==> config.mk <==
export PLATFORM = sky130hd
export DESIGN_NAME = klt_roi_overlay
export DESIGN_NICKNAME = d
export VERILOG_FILES = /design/src/rtl/klt_roi_overlay.sv
export SDC_FILE = /design/constraint.sdc
export NUM_CORES = 1
export LEC_CHECK = 0
export CORE_MARGIN = 1.5
export CORE_UTILIZATION = 40
export CTS_BUF_LIST = sky130_fd_sc_hd__clkbuf_8
export CTS_CLUSTER_SIZE = 25
export DETAILED_ROUTE_END_ITERATION = 7
export GPL_ROUTABILITY_DRIVEN = 0
export SLEW_MARGIN = 25
export SYNTH_ARGS = -nofsm -noshare
export SYNTH_HDL_FRONTEND = slang
export SYNTH_SLANG_ARGS = --single-unit
==> constraint.sdc <==
create_clock -name rx_pclk -period 3.4 [get_ports rx_pclk]
set_input_delay 0.68 -clock rx_pclk [delete_from_list [all_inputs] [get_ports rx_pclk]]
set_output_delay 0.68 -clock rx_pclk [all_outputs]
set_load 0.02 [all_outputs]
==> src/rtl/klt_roi_overlay.sv <==
// Box-outline overlay on a 24-bit RGB stream. Box position and enable are latched at frame start.
// Optional crosshair (inverted pixels) when KLT_OVERLAY_CROSSHAIR_EN is defined.
module klt_roi_overlay #(
  parameter int          BOX_HALF  = 16,
  parameter logic [23:0] BOX_COLOR = 24'hFF0000
) (
  input  logic        rx_pclk,
  input  logic        rx_rst,
  input  logic        rx_de,
  input  logic        rx_hsync,
  input  logic        rx_vsync,
  input  logic [23:0] pixel_in,
  input  logic [11:0] point_x,
  input  logic [10:0] point_y,
  input  logic        point_valid,
  input  logic        enable_overlay,
  output logic [23:0] pixel_out,
  output logic        de_out,
  output logic        hsync_out,
  output logic        vsync_out
);

  localparam logic signed [13:0] C_HALF = 14'(BOX_HALF);

  logic [11:0] r_x_cnt;
  logic [10:0] r_y_cnt;
  logic        r_de_d;
  logic        r_vs_d;
  logic [11:0] r_pend_x;
  logic [10:0] r_pend_y;
  logic        r_pend_ok;
  logic [11:0] r_act_x;
  logic [10:0] r_act_y;
  logic        r_act_ok;
  logic        r_act_en;
  logic        r_locked;
  logic [23:0] r_pixel_out;
  logic        r_de_out;
  logic        r_hsync_out;
  logic        r_vsync_out;

  logic               w_vs_rise;
  logic               w_de_fall;
  logic signed [13:0] w_x;
  logic signed [13:0] w_y;
  logic signed [13:0] w_ax;
  logic signed [13:0] w_ay;
  logic signed [13:0] w_l;
  logic signed [13:0] w_r;
  logic signed [13:0] w_t;
  logic signed [13:0] w_b;
  logic               w_qual;
  logic               w_hit;
  logic [23:0]        w_pix_next;

  assign w_vs_rise = rx_vsync & ~r_vs_d;
  assign w_de_fall = r_de_d & ~rx_de;

  assign w_x  = {2'b00, r_x_cnt};
  assign w_y  = {3'b000, r_y_cnt};
  assign w_ax = {2'b00, r_act_x};
  assign w_ay = {3'b000, r_act_y};
  assign w_l  = w_ax - C_HALF;
  assign w_r  = w_ax + C_HALF;
  assign w_t  = w_ay - C_HALF;
  assign w_b  = w_ay + C_HALF;

  // Counters are never negative, so off-frame edges simply never compare equal.
  assign w_qual = rx_de & r_locked & r_act_ok & r_act_en;
  assign w_hit  = w_qual &
                  ((((w_y == w_t) | (w_y == w_b)) & (w_x >= w_l) & (w_x <= w_r)) |
                   (((w_x == w_l) | (w_x == w_r)) & (w_y >= w_t) & (w_y <= w_b)));

`ifdef KLT_OVERLAY_CROSSHAIR_EN
  localparam logic signed [13:0] C_ARM = 14'(BOX_HALF / 2);

  logic signed [13:0] w_dx;
  logic signed [13:0] w_dy;
  logic signed [13:0] w_adx;
  logic signed [13:0] w_ady;
  logic               w_cross;

  assign w_dx    = w_x - w_ax;
  assign w_dy    = w_y - w_ay;
  assign w_adx   = (w_dx < 0) ? -w_dx : w_dx;
  assign w_ady   = (w_dy < 0) ? -w_dy : w_dy;
  assign w_cross = w_qual &
                   (((w_x == w_ax) & (w_ady <= C_ARM)) |
                    ((w_y == w_ay) & (w_adx <= C_ARM)));

  always_comb begin
    w_pix_next = pixel_in;
    if (w_hit)
      w_pix_next = BOX_COLOR;
    else if (w_cross)
      w_pix_next = ~pixel_in;
  end
`else
  assign w_pix_next = w_hit ? BOX_COLOR : pixel_in;
`endif

  always_ff @(posedge rx_pclk) begin
    if (rx_rst) begin
      r_x_cnt     <= '0;
      r_y_cnt     <= '0;
      r_de_d      <= 1'b0;
      r_vs_d      <= 1'b0;
      r_pend_x    <= '0;
      r_pend_y    <= '0;
      r_pend_ok   <= 1'b0;
      r_act_x     <= '0;
      r_act_y     <= '0;
      r_act_ok    <= 1'b0;
      r_act_en    <= 1'b0;
      r_locked    <= 1'b0;
      r_pixel_out <= '0;
      r_de_out    <= 1'b0;
      r_hsync_out <= 1'b0;
      r_vsync_out <= 1'b0;
    end else begin
      r_de_d <= rx_de;
      r_vs_d <= rx_vsync;

      r_x_cnt <= rx_de ? r_x_cnt + 12'd1 : 12'd0;
      if (w_vs_rise)
        r_y_cnt <= '0;
      else if (w_de_fall)
        r_y_cnt <= r_y_cnt + 11'd1;

      if (point_valid) begin
        r_pend_x  <= point_x;
        r_pend_y  <= point_y;
        r_pend_ok <= 1'b1;
      end

      // A strobe on the frame-start cycle bypasses pending so it shows in this frame.
      if (w_vs_rise) begin
        r_act_x  <= point_valid ? point_x : r_pend_x;
        r_act_y  <= point_valid ? point_y : r_pend_y;
        r_act_ok <= point_valid | r_pend_ok;
        r_act_en <= enable_overlay;
        r_locked <= 1'b1;
      end

      r_pixel_out <= w_pix_next;
      r_de_out    <= rx_de;
      r_hsync_out <= rx_hsync;
      r_vsync_out <= rx_vsync;
    end
  end

  assign pixel_out = r_pixel_out;
  assign de_out    = r_de_out;
  assign hsync_out = r_hsync_out;
  assign vsync_out = r_vsync_out;

endmodule

---- Word level (Yosys, flattened, before mapping) ----
Index checks and enable logic that the tools add are counted.
word-level totals
  register bits ........................... 100
  input bits .............................. 54
  output and inout port bits .............. 27
  logic and storage cells ................. 51
cells by class
  add/subtract/negate cells ............... 6
  $lt $le $gt $ge ......................... 4
  eq/ne operators ......................... 4
  muxes and demuxes ....................... 3
  bitwise logic cells ..................... 16
  reduce and logical (&&, ||, !) cells .... 3
operators with widths
  operator                                                              count
  24-bit 2-to-1 mux                                                     1
  12-bit by 5-bit adder with 13-bit output, second input constant       1
  12-bit by 13-bit equality test with 1-bit output                      1
  13-bit equality test                                                  1
  13-bit >= comparator                                                  1
  12-bit by 13-bit <= comparator with 1-bit output                      1
  12-bit by 5-bit subtractor with 13-bit output, second input constant  1
  11-bit by 5-bit adder with 12-bit output, second input constant       1
  12-bit by 1-bit adder with 12-bit output, second input constant       1
  11-bit by 12-bit equality test with 1-bit output                      1
  12-bit equality test                                                  1
  12-bit >= comparator                                                  1
  11-bit by 12-bit <= comparator with 1-bit output                      1
  12-bit 2-to-1 mux                                                     1
  11-bit by 5-bit subtractor with 12-bit output, second input constant  1
  11-bit by 1-bit adder with 11-bit output, second input constant       1
  11-bit 2-to-1 mux                                                     1
  1-bit AND                                                             10
  2-bit OR reduction                                                    3
  1-bit bitwise OR                                                      4
  1-bit inverter                                                        2

---- Longest topological paths before layout ----
Gate-level depths: netlist of the first run.
  word-level depth ........................ 8
  mapped depth ............................ 13
  mapped depth without buffers ............ 12

---- Worst setup path before layout of the first run ----
No wires, ideal clock.
  kind .................................... register to register
  start ................................... reg r_act_x[6]
  end ..................................... reg r_pixel_out[10], in the netlist pixel_out[10]
  setup time .............................. 0.130 ns
  data arrival time ....................... 2.895 ns
  required time ........................... 3.270 ns
  path slack .............................. 0.375 ns
  stages on the path, launching flop included .. 14
  buffers on the path ..................... 2
  clock period less this slack ............ 3.025 ns
  path through ............................ dfxtp_1 > clkbuf_1 > nor3_1 > nor3b_1 > nand2_1 > xor2_1 > ha_1 > nand4_1 > nor2_1 > a32oi_1 > or4b_4 > o32ai_2 > buf_6 > nor3b_1
on the way
  cells in the longest elaborated chain, start to end .. 8
  elaborated cells between the ends (all ways) .. 14
  classes of those cells .................. 2 x add/sub; 2 x order compare; 2 x eq/ne; 7 x bitwise; 1 x reduce/logical
RTL lines
  what                                                                                   line  text
  start, declared                                                                        32    logic [11:0] r_act_x;
  start signal, assigned                                                                 138   r_act_x <= point_valid ? point_x : r_pend_x;
  branches (longest 5 deep; another with 12-bit by 5-bit subtractor with 13-bit output)  --
  1-bit bitwise OR (*)                                                                   71    ((((w_y == w_t) | (w_y == w_b)) & (w_x >= w_l) & (w_x <= w_r)) |
  1-bit AND (*)                                                                          70    assign w_hit = w_qual &
  2-bit OR reduction (no source line) (*)                                                --
  end signal, assigned                                                                   145   r_pixel_out <= w_pix_next;
  end, declared                                                                          37    logic [23:0] r_pixel_out;
Mark *: on every way between the ends.
A chain may end at the register's enable or synchronous reset.

---- Worst setup path in the final report of the first run ----
  start ................................... reg r_act_y[7]
  end ..................................... reg r_pixel_out[21], in the netlist pixel_out[21]
on the way
  cells in the longest elaborated chain, start to end .. 8
  elaborated cells between the ends (all ways) .. 14
  classes of those cells .................. 2 x add/sub; 2 x order compare; 2 x eq/ne; 1 x mux; 7 x bitwise
RTL lines
  what                                                                                   line  text
  start, declared                                                                        33    logic [10:0] r_act_y;
  start signal, assigned                                                                 139   r_act_y <= point_valid ? point_y : r_pend_y;
  branches (longest 5 deep; another with 11-bit by 5-bit subtractor with 12-bit output)  --
  1-bit bitwise OR (*)                                                                   71
  1-bit AND (*)                                                                          70
  24-bit 2-to-1 mux (*)                                                                  99    assign w_pix_next = w_hit ? BOX_COLOR : pixel_in;
Marked as above.

==> results.toml, run 1 <==
[timing]
final.setup.tns_ns = 0
slew-limit-headroom_pct = 59.58
hold_viol_final = 0
worst_slew_pin_slew_ns = 0.6063
hold_ws_ns = 0.4733
period_minus_slack_ns = 3.135
fin_skew_ns = 0.01328
setup_viol = 0
timing.final.crit_share_pct = 92.21
maxSlewViolCount = 0
max_freq_mhz = 318.9
rsz0062_at_grt = "false"

[cts]
cts_sinks = 100
clk_latency_ns = 0.37
clock_path_buffers = 2
ctsHoldBuffers = 0
clk_pin_slew_ns = 0.10
root_buffer = "clkbuf_8"
numCtsBuffers = 9
cts_tree = "yes"
htree_levels = 3

[yosys]
syn_area_mm2 = 0.004802
syn-num-nets = 596
synth_seq_cells = 100
synthCells = 500
ys.flop_type = "dfxtp_1"
async_flop_share_pct = 0
yosysUniqueCellTypes = 51
synth_warnings = 0
seq_area_frac_synth_pct = 41.69
synth_edf_count = 0
avgSynthCellArea_um2 = 9.604

[floorplan]
start_util_pct = 41.52
io_pins = 81
die_h_um = 112.6
rows = 39
dieWidth_um = 112.6
core_area_mm2 = 0.01156
dieArea_mm2 = 0.01267

[routing]
wirelength_um = 10890
wl_per_cell_um = 15.19
antenna_left = 0
via_per_inst = 5.204
vias = 3731
drc = 6
drt_iter0_markers = 147
first_pass_iters = 6

[pwr]
power.leakage_uw = 0.002463
ir_worst_vdd_mv = 0.2220
p_per_area_mw_per_mm2 = 423.9

[global_route]
antenna_found_initial = 0
gr-usage-all-layers_pct = 18.68
grt_pass1_wl_um = 18700
grt_pass1_vias = 3745
grt_max_degree = 29
overflow = 0

[final_layout]
layout_commonest_cell = "dfxtp_1"
drive_gt1_share_pct = 8.014
diodes = 0
multi_input_area_mm2 = 0.002590
final_cells = 717
layout.area.seq_mm2 = 0.002012
area_delta_synth_final_pct = 23.01
fillers = 1064
stdcell_area_mm2 = 0.005907
final_cell_mix = "dfxtp_1 (92), clkdlybuf4s50_1 (79), nor2_1 (56)"
final_nets = 666

[status]
outcome = "finished, violations left"
violations = "DRC"

[run]
maxCapViolations = 0

[placed_design]
placed_area_mm2 = 0.005695
io_buffers = 80
dp_cells = 702
place.detailed.hpwl_um = 8100

[critical_path]
cp-end-kind = "register"
startpoint_type = "register"
cp.arrival_ns = 3.43
critPathKind = "register to register"
worstPathRequired_ns = 3.70
crit_fanout = 8

[worst_hold_path]
min_path_type = "register to register"
-- layout make-up --
cell class	count	area share, %
inverter	23	1.462
clock inverter	6	1.059
timing repair buffer	86	14.45
tap	143	3.029
sequential	100	34.06
clock buffer	9	2.097
multi-input combinational	350	43.85
-- flip-flops by register name, summed over array words and instances (netlist names), 11 cells and up --
signal	flops
r_act_x	12
r_y_cnt	11
r_pend_x	12
pixel_out	24
r_x_cnt	12
r_pend_y	11
r_act_y	11
-- Yosys cell counts (all sizes together) (7+ instances only) --
cell | n | area, um^2
or3 | 7 | 45.05
nor3b | 17 | 127.6
o21ai | 9 | 45.04
buf | 9 | 63.81
xnor2 | 15 | 131.4
xor2 | 23 | 201.4
nor3 | 8 | 40.04
a31oi | 8 | 50.05
and3 | 8 | 55.05
nand3 | 24 | 120.1
a21oi | 16 | 80.08
nand4 | 7 | 43.79
mux2i | 25 | 250.2
nand2 | 16 | 60.06
dfxtp | 100 | 2002
nor2 | 56 | 210.2
nor2b | 7 | 43.79
ha | 42 | 525.5
clkbuf | 18 | 77.57
inv | 23 | 86.33
o22a | 24 | 211.5
-- worst max-delay path: stages (launching register included) --
cell and delay, ns:
dfxtp_2 0.43, and4_4 0.29, nand2_1 0.07, xor2_1 0.14
ha_1 0.30, nand4_1 0.22, a2111oi_4 0.41, a211oi_1 0.11
or4b_4 0.56, or2_1 0.34, a31oi_1 0.20
-- per-stage QoR --
stage	total power, uW	utilization, %	worst slack, ns
after floorplan	1605	-	0.3746
after global placement	1761	49.25	0.2238
after detailed placement	1775	49.25	0.1183
after CTS	2535	50.86	0.1021
after global routing	2656	51.08	0.03827
final	2504	51.08	0.2647
-- path summary, 6_finish.rpt --
kind / slack, ns / endpoint / startpoint / cells past startpoint
worst max register to register: 0.26 / pixel_out[21] / r_act_y[7] / 10
worst min-delay path: 0.47 / r_x_cnt[0] / r_x_cnt[0] / 1
worst max-delay path: 0.26 / pixel_out[21] / r_act_y[7] / 10
worst min register to register: 0.47 / r_x_cnt[0] / r_x_cnt[0] / 1
-- logic make-up after synthesis --
kind of cell	share of synthesized area (%)
AO/OA/AOI/OAI	12.27
adder cells (fa/ha/maj)	10.94
XOR/XNOR	6.931
flip-flops	41.69
multiplexers	5.211
AND/OR/NAND/NOR	18.21
buffers and inverters	4.742
-- where the power goes --
part	switching (uW)	internal, uW	leakage, uW
clock network	414	338	0.0000996
registers	52.8	1240	0.000827
logic	227	234	0.00154
total	694	1810	0.00246
-- per-layer routing --
metal  track usage [%]  share of wire [%]  routed length, um  vias up
met5                 0                  0                  0        -
met4             6.076                1.2                136        0
met3             4.860                3.3                359        8
met2             30.24                 47               5163       51
met1             24.33                 48               5234     1761
li1                  -                  -                  -     1911
-- what timing repair did --
action / 4_1_cts / 5_1_grt
gates resized for setup: 0 / 11
setup endpoints to repair: 0 / 24
buffers inserted: 0 / 0
Power figures use the tool's default switching activity.
==> run 2: changes to the inputs <==
--- a/config.mk
+++ b/config.mk
@@ -11,6 +11,8 @@
 export CTS_CLUSTER_SIZE = 25
 export DETAILED_ROUTE_END_ITERATION = 7
 export GPL_ROUTABILITY_DRIVEN = 0
+export PLACE_DENSITY = 0.67
+export RECOVER_POWER = 50
 export SLEW_MARGIN = 25
 export SYNTH_ARGS = -nofsm -noshare
 export SYNTH_HDL_FRONTEND = slang
==> run 2 against run 1 <==
Net effect: the run ends with DRC, capacitance limit, slew limit left; sequential power hardly changed; hold slack gained 0.015 ns; die area is the same; clock power grew 3.7%.
==> results.toml, run 2 (synthesis results as in run 1) <==
[status]
outcome = "finished, violations left"
violations = "DRC, capacitance limit, slew limit"

[final_layout]
area_delta_synth_final_pct = 22.93
final_cell_mix = "dfxtp_1 (94), clkdlybuf4s50_1 (77), nor2_1 (56)"
drive_gt1_share_pct = 7.304
diodes = 0
final_nets = 666
layout_commonest_cell = "dfxtp_1"
largest_reg_flops = 24

[timing]
final.setup.tns_ns = 0
setup_viol = 0
fin_skew_ns = 0.007792
hold_viol_final = 0
max_freq_mhz = 317.0
timing.final.crit_share_pct = 92.78
worst_slew_pin_slew_ns = 1.800
maxSlewViolCount = 25
slew-limit-headroom_pct = -20.01
period_minus_slack_ns = 3.155
rsz0062_at_grt = "false"

[floorplan]
io_pins = 81
rows = 39
core_area_mm2 = 0.01156
start_util_pct = 41.52
dieWidth_um = 112.6
dieArea_mm2 = 0.01267
die_h_um = 112.6

[routing]
antenna_left = 0
wl_per_cell_um = 14.88
vias = 3787
via_per_inst = 5.274
drc = 7
wirelength_um = 10690
drt_iter0_markers = 207
first_pass_iters = 8

[cts]
cts_sinks = 100
htree_levels = 3
clock_path_buffers = 2
numCtsBuffers = 9
root_buffer = "clkbuf_8"
clk_latency_ns = 0.37
clk_pin_slew_ns = 0.09
cts_tree = "yes"

[global_route]
grt_max_degree = 30
overflow = 0
antenna_found_initial = 0
grt_pass1_wl_um = 17450
gr-usage-all-layers_pct = 17.19
grt_pass1_vias = 3663

[placed_design]
io_buffers = 80
place.detailed.hpwl_um = 8034

[worst_hold_path]
min_path_type = "register to register"
hold-path-cell-count = 1

[critical_path]
cp.arrival_ns = 3.45
r2r_slack_ns = 0.25
crit_chain = "and4_4, nand2_1, xor2_1, ha_1, nand4_1, a2111oi_4, a211oi_1, or4b_4, or2_1, a31oi_1"
critPathKind = "register to register"
slowest_stage = "or4b_4"
worstPathRequired_ns = 3.69
critical_path_depth = 10
critPathMaxStageDelay_ns = 0.56
startpoint_type = "register"
cp-end-kind = "register"
worstRegToRegCells = 10
crit_fanout = 10
cp.buffers_inverters = 0
path_delay_family = "simple AND/OR/NAND/NOR gates"

[pwr]
ir_worst_vdd_mv = 0.2754
p_per_area_mw_per_mm2 = 427.7
p_total_uw = 2525
power.leakage_uw = 0.002453

[run]
maxCapViolations = 1
run 2: area by class of cell:
type                       instances  area, um^2
fill                            1063        5662
multi-input combinational        350        2589
inverter                          23       86.33
clock inverter                     6       68.82
tap                              143       178.9
sequential                       100        2009
clock buffer                      10       137.6
timing repair buffer              86       833.3
run 2: where the power goes:
part / total [uW] / switching, uW / internal (uW)
combinational: 457 / 226 / 231
sequential: 1290 / 50.9 / 1240
clock: 780 / 413 / 367
run 2: path summary, 6_finish.rpt:
kind         startpoint       endpoint
max reg2reg  r_act_y[6]  pixel_out[17]
max          r_act_y[6]  pixel_out[17]
min reg2reg  r_act_y[2]     r_act_y[2]
min          r_act_y[2]     r_act_y[2]
run 2: repair_timing:
action	4_1_cts	5_1_grt
setup endpoints to repair	0	24
hold buffers	0	0
gates resized for setup	0	10
setup buffers	0	0
run 2: stage by stage:
stage / setup slack, ns / instances / utilization [%] / hold slack (ns) / area (um^2)
2_1_floorplan: 0.3746 / 500 / - / 0.4297 / 4802
3_3_place_gp: 0.2834 / 702 / 49.14 / 0.4484 / 5683
3_5_place_dp: 0.1595 / 702 / 49.14 / 0.4670 / 5683
4_1_cts: 0.1250 / 718 / 50.93 / 0.4932 / 5889
5_1_grt: 0.0009606 / 718 / 51.04 / 0.5170 / 5903
6_report: 0.2455 / 718 / 51.04 / 0.4879 / 5903
run 2: layer usage:
layer | share of wire, % | up-vias | global-route usage (%)
li1 | - | 1914 | -
met1 | 46 | 1785 | 21.76
met3 | 4.5 | 9 | 4.158
met4 | 1.1 | 0 | 4.726
met5 | 0 | - | 0
met2 | 48 | 79 | 29.27
